**config.mk**
```make
export PLATFORM = sky130hd
export DESIGN_NAME = gf256_mixcol_seq
export DESIGN_NICKNAME = d
export VERILOG_FILES = /design/src/rtl/gf256_mixcol_seq.sv
export SDC_FILE = /design/constraint.sdc
export NUM_CORES = 1
export LEC_CHECK = 0
export CORE_UTILIZATION = 55
export CTS_CLUSTER_DIAMETER = 30
export CTS_CLUSTER_SIZE = 8
export DETAILED_ROUTE_END_ITERATION = 7
export PLACE_DENSITY = 0.8
export SYNTH_ARGS = -nofsm -noshare
export SYNTH_HDL_FRONTEND = slang
export SYNTH_SLANG_ARGS = --single-unit
export TNS_END_PERCENT = 20
```
**constraint.sdc**
```tcl
create_clock -name clk -period 3.8 [get_ports clk]
set_clock_uncertainty 0.2 [all_clocks]
set_input_delay 0.57 -clock clk [delete_from_list [all_inputs] [get_ports clk]]
set_output_delay 0.57 -clock clk [all_outputs]
set_load 0.01 [all_outputs]
```
**src/rtl/gf256_mixcol_seq.sv**
```systemverilog
// Sequential AES MixColumns / InvMixColumns engine for one 32-bit column.
// NMUL GF(2^8) multipliers are time-shared over the 16 matrix-by-column products.
module gf256_mixcol_seq #(
    parameter int unsigned NMUL = 1
) (
    input  logic        clk,
    input  logic        rst,
    input  logic        in_valid,
    output logic        in_ready,
    input  logic [31:0] in_col,
    input  logic        in_inv,
    output logic        out_valid,
    input  logic        out_ready,
    output logic [31:0] out_col,
    output logic        busy
);

    localparam int unsigned NSTEPS    = 16 / NMUL;
    localparam logic [3:0]  LAST_STEP = 4'(NSTEPS - 1);

    generate
        if (NMUL != 1 && NMUL != 2 && NMUL != 4) begin : g_bad_nmul
            $error("gf256_mixcol_seq: NMUL must be 1, 2 or 4");
        end
    endgenerate

    typedef enum logic [1:0] {
        IDLE,
        MUL,
        DONE
    } state_t;

    state_t          state_q, state_d;
    logic [3:0][7:0] col_q, col_d;
    logic            inv_q, inv_d;
    logic [3:0][7:0] acc_q, acc_d, acc_nx;
    logic [3:0]      step_q, step_d;
    logic [31:0]     out_col_q, out_col_d;

    // Shift-and-add product modulo x^8 + x^4 + x^3 + x + 1.
    function automatic logic [7:0] gfmul(input logic [7:0] a, input logic [7:0] b);
        logic [7:0] prod;
        logic [7:0] sh;
        prod = '0;
        sh   = a;
        for (int unsigned i = 0; i < 8; i++) begin
            if (b[i]) begin
                prod = prod ^ sh;
            end
            sh = {sh[6:0], 1'b0} ^ (sh[7] ? 8'h1B : 8'h00);
        end
        return prod;
    endfunction

    function automatic logic [7:0] base_coef(input logic inv, input logic [1:0] k);
        logic [7:0] coef;
        case (k)
            2'd0:    coef = inv ? 8'h0E : 8'h02;
            2'd1:    coef = inv ? 8'h0B : 8'h03;
            2'd2:    coef = inv ? 8'h0D : 8'h01;
            default: coef = inv ? 8'h09 : 8'h01;
        endcase
        return coef;
    endfunction

    // Products p = step*NMUL + j fold into row p/4 using byte p%4 of the column.
    always_comb begin : products
        logic [3:0] p;
        logic [1:0] r;
        logic [1:0] c;
        logic [1:0] k;
        p      = '0;
        r      = '0;
        c      = '0;
        k      = '0;
        acc_nx = acc_q;
        for (int unsigned j = 0; j < NMUL; j++) begin
            p         = 4'(32'(step_q) * NMUL + j);
            r         = p[3:2];
            c         = p[1:0];
            k         = c - r;
            acc_nx[r] = acc_nx[r] ^ gfmul(base_coef(inv_q, k), col_q[c]);
        end
    end

    always_comb begin : fsm
        state_d   = state_q;
        col_d     = col_q;
        inv_d     = inv_q;
        acc_d     = acc_q;
        step_d    = step_q;
        out_col_d = out_col_q;
        case (state_q)
            IDLE: begin
                if (in_valid) begin
                    col_d   = in_col;
                    inv_d   = in_inv;
                    acc_d   = '0;
                    step_d  = '0;
                    state_d = MUL;
                end
            end
            MUL: begin
                acc_d  = acc_nx;
                step_d = step_q + 4'd1;
                if (step_q == LAST_STEP) begin
                    out_col_d = acc_nx;
                    state_d   = DONE;
                end
            end
            DONE: begin
                if (out_ready) begin
                    state_d = IDLE;
                end
            end
            default: begin
                state_d = IDLE;
            end
        endcase
    end

    always_ff @(posedge clk or posedge rst) begin
        if (rst) begin
            state_q   <= IDLE;
            col_q     <= '0;
            inv_q     <= 1'b0;
            acc_q     <= '0;
            step_q    <= '0;
            out_col_q <= '0;
        end else begin
            state_q   <= state_d;
            col_q     <= col_d;
            inv_q     <= inv_d;
            acc_q     <= acc_d;
            step_q    <= step_d;
            out_col_q <= out_col_d;
        end
    end

    assign in_ready  = (state_q == IDLE);
    assign out_valid = (state_q == DONE);
    assign busy      = (state_q != IDLE);
    assign out_col   = out_col_q;

endmodule

```
==> results of run 1 <==
==> area by class of cell <==
type | count | share of cell area, %
Multi-Input combinational cell | 323 | 37.95
Sequential cell | 103 | 43.52
Clock inverter | 5 | 0.6761
Tap cell | 108 | 2.282
Inverter | 6 | 0.4226
Clock buffer | 11 | 2.387
Timing Repair Buffer | 77 | 12.76
==> synthesized netlist by cell type, types with 4 or more instances <==
library cell	number	share of area, %
sky130_fd_sc_hd__nor2_1	6	0.45
sky130_fd_sc_hd__dfrtp_1	103	51
sky130_fd_sc_hd__o21ai_0	28	2.8
sky130_fd_sc_hd__mux4_2	12	5.4
sky130_fd_sc_hd__mux2_2	28	6.3
sky130_fd_sc_hd__a22o_1	20	3.5
sky130_fd_sc_hd__xnor2_1	19	3.3
sky130_fd_sc_hd__inv_1	6	0.45
sky130_fd_sc_hd__mux4_1	4	2.1
sky130_fd_sc_hd__a21oi_1	7	0.70
sky130_fd_sc_hd__nand3_1	10	1.0
sky130_fd_sc_hd__xor2_1	15	2.6
sky130_fd_sc_hd__buf_6	5	1.1
sky130_fd_sc_hd__clkbuf_1	13	0.97
sky130_fd_sc_hd__nand2_1	138	10
sky130_fd_sc_hd__clkbuf_8	4	1.1
==> metrics by stage <==
stage | util, % | cells | area [um2] | hold WS, ps
2_1_floorplan | - | 457 | 5027 | 237.3
3_3_place_gp | 65.19 | 617 | 5741 | 252.1
3_5_place_dp | 65.19 | 617 | 5741 | 256.4
4_1_cts | 67.25 | 633 | 5922 | 278.1
5_1_grt | 67.25 | 633 | 5922 | 308.8
6_report | 67.25 | 633 | 5922 | 277.5
==> registers in the layout, indices dropped and copies added (netlist names) <==
name,flops
inv_q,1
out_col,32
acc_q,32
step_q,4
state_q,2
col_q,32
==> routing by layer <==
metal / vias up / global-route usage [%] / routed length (um)
met3: 13 / 3.022 / 400
met4: 0 / 7.576 / 170
li1: 1683 / - / -
met2: 109 / 36.72 / 5021
met1: 1783 / 31.67 / 4539
met5: - / 0 / 0
==> how the worst min path moves through the flow <==
stage | startpoint | to | slack (ps) | depth (start not counted)
after CTS | col_q[30] | col_q[30] | 280 | 2
after floorplan | col_q[11] | col_q[11] | 240 | 2
after global placement | col_q[1] | col_q[1] | 250 | 2
after global routing | col_q[4] | col_q[4] | 310 | 2
final | col_q[11] | col_q[11] | 280 | 2
after detailed placement | col_q[30] | col_q[30] | 260 | 2
==> critical path, cell delays in order, from the launching register on <==
cell,delay [ps]
sky130_fd_sc_hd__dfrtp_1,690
sky130_fd_sc_hd__xnor3_1,700
sky130_fd_sc_hd__nand2b_1,260
sky130_fd_sc_hd__xnor2_1,200
sky130_fd_sc_hd__xnor2_1,140
sky130_fd_sc_hd__a21oi_1,100
sky130_fd_sc_hd__xnor2_1,440
sky130_fd_sc_hd__a22o_1,230
==> kinds of logic (layout without fill, tap and decap cells) <==
family / Yosys count / count (layout)
buffers and inverters: 31 / 99
XOR/XNOR: 37 / 37
flip-flops: 103 / 103
adder cells (fa/ha/maj): 2 / 2
AO/OA/AOI/OAI: 67 / 67
multiplexers: 45 / 45
AND/OR/NAND/NOR: 172 / 172
==> flow_results.xml, run 1 <==
<?xml version="1.0" encoding="UTF-8"?>
<metrics>
  <group name="critical_path">
    <metric name="crit_required" unit="ps">3890</metric>
    <metric name="crit_path_start_kind" unit="">register</metric>
    <metric name="critPathKind" unit="">register to register</metric>
    <metric name="cp-end-kind" unit="">register</metric>
    <metric name="cp.arrival" unit="ps">3120</metric>
    <metric name="crit_fanout" unit="">15</metric>
    <metric name="rr_endpoint" unit="">acc_q[27]</metric>
    <metric name="worst_setup_path_endpoint" unit="">acc_q[27]</metric>
    <metric name="worst-r2r-cell-count" unit="">7</metric>
    <metric name="ff2ff_setup_slack" unit="ps">780</metric>
    <metric name="r2r_start" unit="">step_q[1]</metric>
    <metric name="crit_start" unit="">step_q[1]</metric>
  </group>
  <group name="synthesis">
    <metric name="synth_simple_gate_area_share" unit="%">14.24</metric>
    <metric name="yosysSeqAreaShare" unit="%">51.27</metric>
    <metric name="post_synth_fa_ha_maj_area_fraction" unit="%">0.4978</metric>
    <metric name="synth_cell_types" unit="">43</metric>
    <metric name="synth-compound-area-share" unit="%">8.860</metric>
    <metric name="number_of_flops_mapped_to_enable_cells_by_yosys" unit="">0</metric>
    <metric name="main_combinational_cell_family_by_area_after_synthesis" unit="">simple AND/OR/NAND/NOR gates</metric>
    <metric name="synth.mux.area_fraction" unit="%">13.96</metric>
    <metric name="ys_async_sr_fraction" unit="%">100.0</metric>
    <metric name="synth.ff_latch_count" unit="">103</metric>
    <metric name="mappedNetlistArea" unit="um2">5027</metric>
    <metric name="syn_nets" unit="">496</metric>
    <metric name="ys_dominant_reg_cell" unit="">sky130_fd_sc_hd__dfrtp_1</metric>
    <metric name="syn_avg_cell_area" unit="um2">11.00</metric>
    <metric name="yosysWarnings" unit="">0</metric>
    <metric name="xor_xnor_cell_area_share_of_the_yosys_netlist" unit="%">7.143</metric>
    <metric name="post_synth_inst_count" unit="">457</metric>
  </group>
  <group name="clocking">
    <metric name="post_cts.repair.setup_buffers" unit="">0</metric>
    <metric name="cts_repair_resize_count" unit="">0</metric>
    <metric name="clock_latency_reported_for_the_late_side_of_the_worst_skew_pair" unit="ps">370</metric>
    <metric name="cts_inserted_buffers" unit="">9</metric>
    <metric name="clk_transition_reported_paths" unit="ps">100</metric>
    <metric name="htree_levels" unit="">3</metric>
    <metric name="tritoncts" unit="">built</metric>
    <metric name="cts_hold_buffers" unit="">0</metric>
    <metric name="cts_root_buffer" unit="">sky130_fd_sc_hd__clkbuf_8</metric>
    <metric name="longest_clk_path_bufs" unit="">2</metric>
    <metric name="clock-sinks" unit="">103</metric>
  </group>
  <group name="timing">
    <metric name="setup_viol_count_final" unit="">0</metric>
    <metric name="timing.final.max_slew_violations" unit="">0</metric>
    <metric name="report.final.hold_viol_count" unit="">0</metric>
    <metric name="fin_tns_setup" unit="ps">0</metric>
    <metric name="rsz_0062_raised_after_global_routing" unit="">no</metric>
    <metric name="final_worst_path_cycle_share" unit="%">79.58</metric>
    <metric name="slew_headroom" unit="%">26.05</metric>
    <metric name="finalWorstPathRequiredPeriod" unit="ps">3024</metric>
    <metric name="max_freq" unit="MHz">330.7</metric>
    <metric name="timing_worst_slew_pin_value" unit="ps">1107</metric>
    <metric name="final.setup.worst_slack" unit="ps">775.8</metric>
  </group>
  <group name="global_routing">
    <metric name="grt_max_degree" unit="">68</metric>
    <metric name="vias_in_the_first_global_route" unit="">3500</metric>
    <metric name="wire_length_of_the_first_global_routing_pass" unit="um">17020</metric>
    <metric name="grt.overflow.total" unit="">0</metric>
    <metric name="groute.usage.overall" unit="%">22.63</metric>
    <metric name="antenna_found_initial" unit="">0</metric>
  </group>
  <group name="die">
    <metric name="die_height" unit="um">97.61</metric>
    <metric name="initial_core_util" unit="%">57.09</metric>
    <metric name="std_cell_rows" unit="">34</metric>
    <metric name="coreArea" unit="um2">8806</metric>
    <metric name="dieWidth" unit="um">97.61</metric>
    <metric name="dieArea" unit="um2">9527</metric>
    <metric name="ioPinCount" unit="">72</metric>
  </group>
  <group name="hold_path">
    <metric name="timing.hold.worst.class" unit="">register to register</metric>
  </group>
  <group name="finish">
    <metric name="antenna_cells" unit="">0</metric>
    <metric name="layout_area_overhead" unit="%">17.79</metric>
    <metric name="ratio_of_cells_with_drive_above_1_in_the_final_layout" unit="%">13.33</metric>
    <metric name="layout_commonest_cell" unit="">sky130_fd_sc_hd__nand2_1</metric>
    <metric name="mostFrequentLayoutCells" unit="">sky130_fd_sc_hd__nand2_1, sky130_fd_sc_hd__dfrtp_1, sky130_fd_sc_hd__clkdlybuf4s50_1</metric>
    <metric name="final_nets" unit="">559</metric>
    <metric name="ff_latch_area" unit="um2">2577</metric>
    <metric name="multiInputGateArea" unit="um2">2247</metric>
    <metric name="filler_cell_count" unit="">661</metric>
  </group>
  <group name="route">
    <metric name="routedWlPerCell" unit="um">16.00</metric>
    <metric name="route.detailed.vias_per_inst" unit="">5.668</metric>
    <metric name="firstDrtPassIters" unit="">6</metric>
    <metric name="antenna_left" unit="">0</metric>
    <metric name="detail_route.iter0.violations" unit="">197</metric>
    <metric name="drt_drc_violations_left" unit="">8</metric>
    <metric name="detail_route.wirelength" unit="um">10130</metric>
    <metric name="vias" unit="">3588</metric>
  </group>
  <group name="place">
    <metric name="pre_cts_slack" unit="ps">819.5</metric>
    <metric name="numPortBuffers" unit="">71</metric>
    <metric name="dp.final_hpwl" unit="um">7142</metric>
    <metric name="weighted_congestion_reported_at_the_end_of_routability_driven_placement" unit="">0.8537</metric>
  </group>
  <group name="run_status">
    <metric name="outcome" unit="">complete, but fails checks</metric>
    <metric name="violations" unit="">design-rule violations</metric>
  </group>
  <group name="job">
    <metric name="timing.max_cap.violations" unit="">0</metric>
  </group>
</metrics>
Power of run 1 is left out: the tool's default activity adds up to more than one toggle a clock period on the data nets, which glitch-free logic cannot reach.
==> run 2, diff against run 1 <==
clock period = 2.9 ns   (was 3.8 ns; I/O delays follow)
==> flow_results.xml, run 2 (same netlist as run 1, synthesis figures left out) <==
<?xml version="1.0" encoding="UTF-8"?>
<metrics>
  <group name="critical_path">
    <metric name="crit_fanout" unit="">6</metric>
    <metric name="cp.arrival" unit="ps">2840</metric>
    <metric name="worst-r2r-cell-count" unit="">7</metric>
    <metric name="critPathKind" unit="">register to register</metric>
    <metric name="cp-end-kind" unit="">register</metric>
    <metric name="crit_path_start_kind" unit="">register</metric>
    <metric name="ff2ff_setup_slack" unit="ps">120</metric>
    <metric name="crit_required" unit="ps">2960</metric>
  </group>
  <group name="global_routing">
    <metric name="groute.usage.overall" unit="%">23.44</metric>
    <metric name="wire_length_of_the_first_global_routing_pass" unit="um">17710</metric>
    <metric name="grt.overflow.total" unit="">0</metric>
    <metric name="vias_in_the_first_global_route" unit="">3657</metric>
    <metric name="antenna_found_initial" unit="">0</metric>
    <metric name="grt_max_degree" unit="">104</metric>
  </group>
  <group name="finish">
    <metric name="ratio_of_cells_with_drive_above_1_in_the_final_layout" unit="%">15.33</metric>
    <metric name="mostFrequentLayoutCells" unit="">sky130_fd_sc_hd__nand2_1, sky130_fd_sc_hd__dfrtp_1, sky130_fd_sc_hd__clkdlybuf4s50_1</metric>
    <metric name="layout_commonest_cell" unit="">sky130_fd_sc_hd__nand2_1</metric>
    <metric name="antenna_cells" unit="">0</metric>
    <metric name="utilization" unit="%">68.68</metric>
    <metric name="final_nets" unit="">569</metric>
    <metric name="layout_area_overhead" unit="%">20.31</metric>
  </group>
  <group name="place">
    <metric name="dp.final_hpwl" unit="um">7342</metric>
    <metric name="weighted_congestion_reported_at_the_end_of_routability_driven_placement" unit="">0.9251</metric>
    <metric name="numPortBuffers" unit="">71</metric>
  </group>
  <group name="die">
    <metric name="die_height" unit="um">97.61</metric>
    <metric name="dieWidth" unit="um">97.61</metric>
    <metric name="ioPinCount" unit="">72</metric>
    <metric name="initial_core_util" unit="%">57.09</metric>
    <metric name="dieArea" unit="um2">9527</metric>
    <metric name="coreArea" unit="um2">8806</metric>
    <metric name="std_cell_rows" unit="">34</metric>
  </group>
  <group name="timing">
    <metric name="report.final.hold_viol_count" unit="">0</metric>
    <metric name="hold_ws" unit="ps">283.0</metric>
    <metric name="finalWorstPathRequiredPeriod" unit="ps">2782</metric>
    <metric name="setup_viol_count_final" unit="">0</metric>
    <metric name="slew_headroom" unit="%">43.79</metric>
    <metric name="final_worst_path_cycle_share" unit="%">95.92</metric>
    <metric name="rsz_0062_raised_after_global_routing" unit="">no</metric>
    <metric name="timing_worst_slew_pin_value" unit="ps">841.4</metric>
    <metric name="max_freq" unit="MHz">359.5</metric>
    <metric name="fin_tns_setup" unit="ps">0</metric>
    <metric name="timing.final.max_slew_violations" unit="">0</metric>
  </group>
  <group name="route">
    <metric name="drt_drc_violations_left" unit="">6</metric>
    <metric name="antenna_left" unit="">0</metric>
    <metric name="routedWlPerCell" unit="um">16.19</metric>
    <metric name="vias" unit="">3576</metric>
    <metric name="firstDrtPassIters" unit="">6</metric>
    <metric name="detail_route.wirelength" unit="um">10410</metric>
    <metric name="route.detailed.vias_per_inst" unit="">5.561</metric>
    <metric name="detail_route.iter0.violations" unit="">215</metric>
  </group>
  <group name="clocking">
    <metric name="post_cts.repair.setup_buffers" unit="">0</metric>
    <metric name="htree_levels" unit="">3</metric>
    <metric name="clk_transition_reported_paths" unit="ps">90</metric>
    <metric name="cts_hold_buffers" unit="">0</metric>
    <metric name="cts_inserted_buffers" unit="">9</metric>
    <metric name="longest_clk_path_bufs" unit="">2</metric>
    <metric name="clock_latency_reported_for_the_late_side_of_the_worst_skew_pair" unit="ps">380</metric>
    <metric name="cts_root_buffer" unit="">sky130_fd_sc_hd__clkbuf_8</metric>
    <metric name="tritoncts" unit="">built</metric>
    <metric name="clock-sinks" unit="">103</metric>
  </group>
  <group name="hold_path">
    <metric name="timing.hold.worst_path_depth" unit="">2</metric>
    <metric name="timing.hold.worst.class" unit="">register to register</metric>
  </group>
  <group name="run_status">
    <metric name="outcome" unit="">complete, but fails checks</metric>
    <metric name="violations" unit="">design-rule violations</metric>
  </group>
  <group name="job">
    <metric name="timing.max_cap.violations" unit="">0</metric>
  </group>
</metrics>
-- run 2: changes by cell type in the layout (fill, tap and decap cells not counted), sizes merged --
| cell | delta |
|---|---|
| clkinv | +2 |
| clkbuf | -2 |
| clkinvlp | -1 |
| buf | +10 |
| bufinv | +1 |
-- run 2: worst paths after layout --
check,from,end
max,step_q[0],out_col[28]
min,col_q[9],col_q[9]
max reg2reg,step_q[0],out_col[28]
min reg2reg,col_q[9],col_q[9]
max in group asynchronous,rst,col_q[17]
min in group asynchronous,rst,out_col[22]
-- run 2: what timing repair did --
action	CTS	global route
endpoints found under the hold margin	0	0
setup endpoints to repair	0	5
gates resized for setup	0	2
-- run 2: routing by layer --
metal | track usage, % | part of all wire, % | vias to the layer above
met1 | 31.22 | 44 | 1763
li1 | - | - | 1704
met3 | 4.317 | 4.3 | 15
met2 | 39.44 | 50 | 94
met4 | 6.643 | 1.6 | 0
met5 | 0 | 0 | -
-- run 2: critical path: stages, from the launching register on --
cell and delay [ps]:
sky130_fd_sc_hd__dfrtp_1 410, sky130_fd_sc_hd__mux4_1 750, sky130_fd_sc_hd__nand2_2 170, sky130_fd_sc_hd__xor2_1 80, sky130_fd_sc_hd__o21ai_1 140, sky130_fd_sc_hd__xnor3_1 450
sky130_fd_sc_hd__xnor2_2 180, sky130_fd_sc_hd__mux2_2 280
-- run 2: final cells by class --
class	count	area (um2)
clock buffer	9	123.9
clock inverter	7	88.84
fill	647	2758
inverter	6	26.28
multi-input combinational	323	2250
sequential	103	2577
tap	108	135.1
timing repair buffer	87	847.1
-- run 2: metrics by stage --
| stage | worst slack, ps | cell area, um2 | instances |
|---|---|---|---|
| floorplan | 314.8 | 5031 | 457 |
| global placement | 226.8 | 5829 | 627 |
| detailed placement | 144.3 | 5829 | 627 |
| CTS | 123.9 | 6042 | 643 |
| global route | 6.900 | 6048 | 643 |
| finish | 118.2 | 6048 | 643 |
Power of run 2 is left out for the same reason.
==> run 3, diff against run 2 <==
CORE_ASPECT_RATIO = 1.1   (was default)
==> flow_results.xml, run 3 (same netlist as run 1, synthesis figures left out) <==
<?xml version="1.0" encoding="UTF-8"?>
<metrics>
  <group name="global_routing">
    <metric name="grt_most_used_layer" unit="">met2</metric>
    <metric name="vias_in_the_first_global_route" unit="">3561</metric>
    <metric name="wire_length_of_the_first_global_routing_pass" unit="um">17170</metric>
    <metric name="grt_max_degree" unit="">61</metric>
    <metric name="grt.overflow.total" unit="">0</metric>
    <metric name="globalRouteMet2Util" unit="%">39.54</metric>
    <metric name="antenna_found_initial" unit="">0</metric>
    <metric name="global_route.usage.met3" unit="%">4.092</metric>
    <metric name="grt_util_met1" unit="%">31.06</metric>
    <metric name="groute.usage.overall" unit="%">23.49</metric>
  </group>
  <group name="timing">
    <metric name="fin_tns_setup" unit="ps">0</metric>
    <metric name="setup_viol_count_final" unit="">0</metric>
    <metric name="slew_headroom" unit="%">50.20</metric>
    <metric name="timing_worst_slew_pin_value" unit="ps">745.3</metric>
    <metric name="rsz_0062_raised_after_global_routing" unit="">no</metric>
    <metric name="timing.final.max_slew_violations" unit="">0</metric>
    <metric name="report.final.hold_viol_count" unit="">0</metric>
    <metric name="max_freq" unit="MHz">364.4</metric>
    <metric name="hold_ws" unit="ps">167.2</metric>
    <metric name="final_worst_path_cycle_share" unit="%">94.62</metric>
    <metric name="finalWorstPathRequiredPeriod" unit="ps">2744</metric>
    <metric name="final.setup.worst_slack" unit="ps">156.0</metric>
  </group>
  <group name="finish">
    <metric name="antenna_cells" unit="">0</metric>
    <metric name="ratio_of_cells_with_drive_above_1_in_the_final_layout" unit="%">15.67</metric>
    <metric name="filler_cell_count" unit="">684</metric>
    <metric name="layout_area_overhead" unit="%">20.48</metric>
    <metric name="area_of_all_placed_cells_without_fillers" unit="um2">6057</metric>
    <metric name="mostFrequentLayoutCells" unit="">sky130_fd_sc_hd__nand2_1, sky130_fd_sc_hd__dfrtp_1, sky130_fd_sc_hd__clkdlybuf4s50_1</metric>
    <metric name="layout_commonest_cell" unit="">sky130_fd_sc_hd__nand2_1</metric>
    <metric name="multiInputGateArea" unit="um2">2262</metric>
    <metric name="ff_latch_area" unit="um2">2577</metric>
    <metric name="utilization" unit="%">68.26</metric>
    <metric name="final_nets" unit="">570</metric>
  </group>
  <group name="clocking">
    <metric name="tritoncts" unit="">built</metric>
    <metric name="cts_inserted_buffers" unit="">9</metric>
    <metric name="clock-sinks" unit="">103</metric>
    <metric name="clock_latency_reported_for_the_late_side_of_the_worst_skew_pair" unit="ps">370</metric>
    <metric name="cts_hold_buffers" unit="">0</metric>
    <metric name="cts_root_buffer" unit="">sky130_fd_sc_hd__clkbuf_8</metric>
    <metric name="longest_clk_path_bufs" unit="">2</metric>
    <metric name="htree_levels" unit="">3</metric>
    <metric name="clk_transition_reported_paths" unit="ps">110</metric>
  </group>
  <group name="critical_path">
    <metric name="critical_path.slowest_cell" unit="">sky130_fd_sc_hd__mux4_1</metric>
    <metric name="crit_fanout" unit="">6</metric>
    <metric name="crit_path_start_kind" unit="">register</metric>
    <metric name="crit_required" unit="ps">3010</metric>
    <metric name="timing.critical_path.cells" unit="">mux4_1, buf_4, a21o_1, nand3_2, xor2_1, xnor2_1, xnor2_1, a22o_1</metric>
    <metric name="crit_top_cell" unit="">sky130_fd_sc_hd__xnor2_1</metric>
    <metric name="critPathKind" unit="">register to register</metric>
    <metric name="r2r_start" unit="">step_q[0]</metric>
    <metric name="rr_endpoint" unit="">acc_q[27]</metric>
    <metric name="worst-r2r-cell-count" unit="">8</metric>
    <metric name="worst_setup_path_endpoint" unit="">acc_q[27]</metric>
    <metric name="crit_start" unit="">step_q[0]</metric>
    <metric name="cp.arrival" unit="ps">2860</metric>
    <metric name="ff2ff_setup_slack" unit="ps">160</metric>
    <metric name="cp-end-kind" unit="">register</metric>
    <metric name="worst_path_largest_cell_delay" unit="ps">710</metric>
  </group>
  <group name="route">
    <metric name="vias" unit="">3564</metric>
    <metric name="detail_route.iter0.violations" unit="">194</metric>
    <metric name="drt_drc_violations_left" unit="">0</metric>
    <metric name="antenna_left" unit="">0</metric>
    <metric name="detail_route.wirelength" unit="um">10090</metric>
    <metric name="route.detailed.vias_per_inst" unit="">5.483</metric>
    <metric name="firstDrtPassIters" unit="">4</metric>
    <metric name="routedWlPerCell" unit="um">15.52</metric>
  </group>
  <group name="run_status">
    <metric name="outcome" unit="">complete, no violations</metric>
  </group>
  <group name="hold_path">
    <metric name="timing.hold.worst.class" unit="">primary input to async pin</metric>
  </group>
  <group name="die">
    <metric name="die_height" unit="um">102.3</metric>
    <metric name="ioPinCount" unit="">72</metric>
    <metric name="coreArea" unit="um2">8874</metric>
    <metric name="dieArea" unit="um2">9527</metric>
    <metric name="std_cell_rows" unit="">36</metric>
    <metric name="dieWidth" unit="um">93.16</metric>
    <metric name="initial_core_util" unit="%">56.66</metric>
  </group>
  <group name="place">
    <metric name="dp.final_hpwl" unit="um">7329</metric>
    <metric name="pre_cts_slack" unit="ps">191.4</metric>
    <metric name="detailed_place.area" unit="um2">5857</metric>
    <metric name="weighted_congestion_reported_at_the_end_of_routability_driven_placement" unit="">0.8999</metric>
    <metric name="numPortBuffers" unit="">71</metric>
  </group>
  <group name="power_and_ir_drop">
    <metric name="leakage" unit="nW">2.826</metric>
    <metric name="power_density" unit="nW/um2">1416</metric>
    <metric name="irDropWorstVdd" unit="mV">0.5863</metric>
  </group>
  <group name="job">
    <metric name="timing.max_cap.violations" unit="">0</metric>
  </group>
</metrics>
run 3: layer usage:
metal / vias up / wire, um
li1: 1708 / -
met1: 1731 / 4401
met2: 108 / 5063
met3: 17 / 430
met4: 0 / 193
met5: - / 0
run 3: worst min path at each step:
stage | from | endpoint | slack (ps) | depth (start not counted)
finish | rst | out_col[31] | 170 | 2
global route | rst | state_q[1] | 180 | 2
CTS | rst | out_col[30] | 160 | 2
detailed placement | col_q[10] | col_q[10] | 260 | 2
global placement | col_q[19] | col_q[19] | 250 | 2
floorplan | col_q[11] | col_q[11] | 240 | 2
run 3: cell type report:
| type | instances | area share, % |
|---|---|---|
| clock buffers | 9 | 2.045 |
| clock inverters | 7 | 1.012 |
| inverters | 6 | 0.4338 |
| multi-input cells | 323 | 37.35 |
| flip-flops and latches | 103 | 42.55 |
| well taps | 114 | 2.355 |
| repair buffers | 88 | 14.25 |
run 3: power by group:
| part | switching (W) | internal (W) |
|---|---|---|
| Clock | 0.000526 | 0.000330 |
| Sequential | 0.000404 | 0.00204 |
| Combinational | 0.00278 | 0.00249 |
| Total | 0.00371 | 0.00487 |
run 3: repair_timing:
item / CTS / global route
resized for setup: 0 / 2
endpoints found under the setup margin: 0 / 6
buffers inserted: 0 / 0
run 3: worst max-delay path, delay by kind of cell, from the launching register on:
family | cells | cell delay [ps]
and+or+nand+nor | 1 | 90
muxes | 1 | 710
xor gates and xnor gates | 3 | 690
buffers and inverters | 1 | 220
DFF | 1 | 390
AOI/OAI and AO/OA | 2 | 400
run 3: through the flow:
| stage | total power [W] | std cells |
|---|---|---|
| after floorplan | 0.006296 | 457 |
| after global placement | 0.007444 | 634 |
| after detailed placement | 0.007639 | 634 |
| after CTS | 0.008509 | 650 |
| after global routing | 0.009242 | 650 |
| final | 0.008578 | 650 |
No activity file was read; power rests on OpenSTA's default activity.
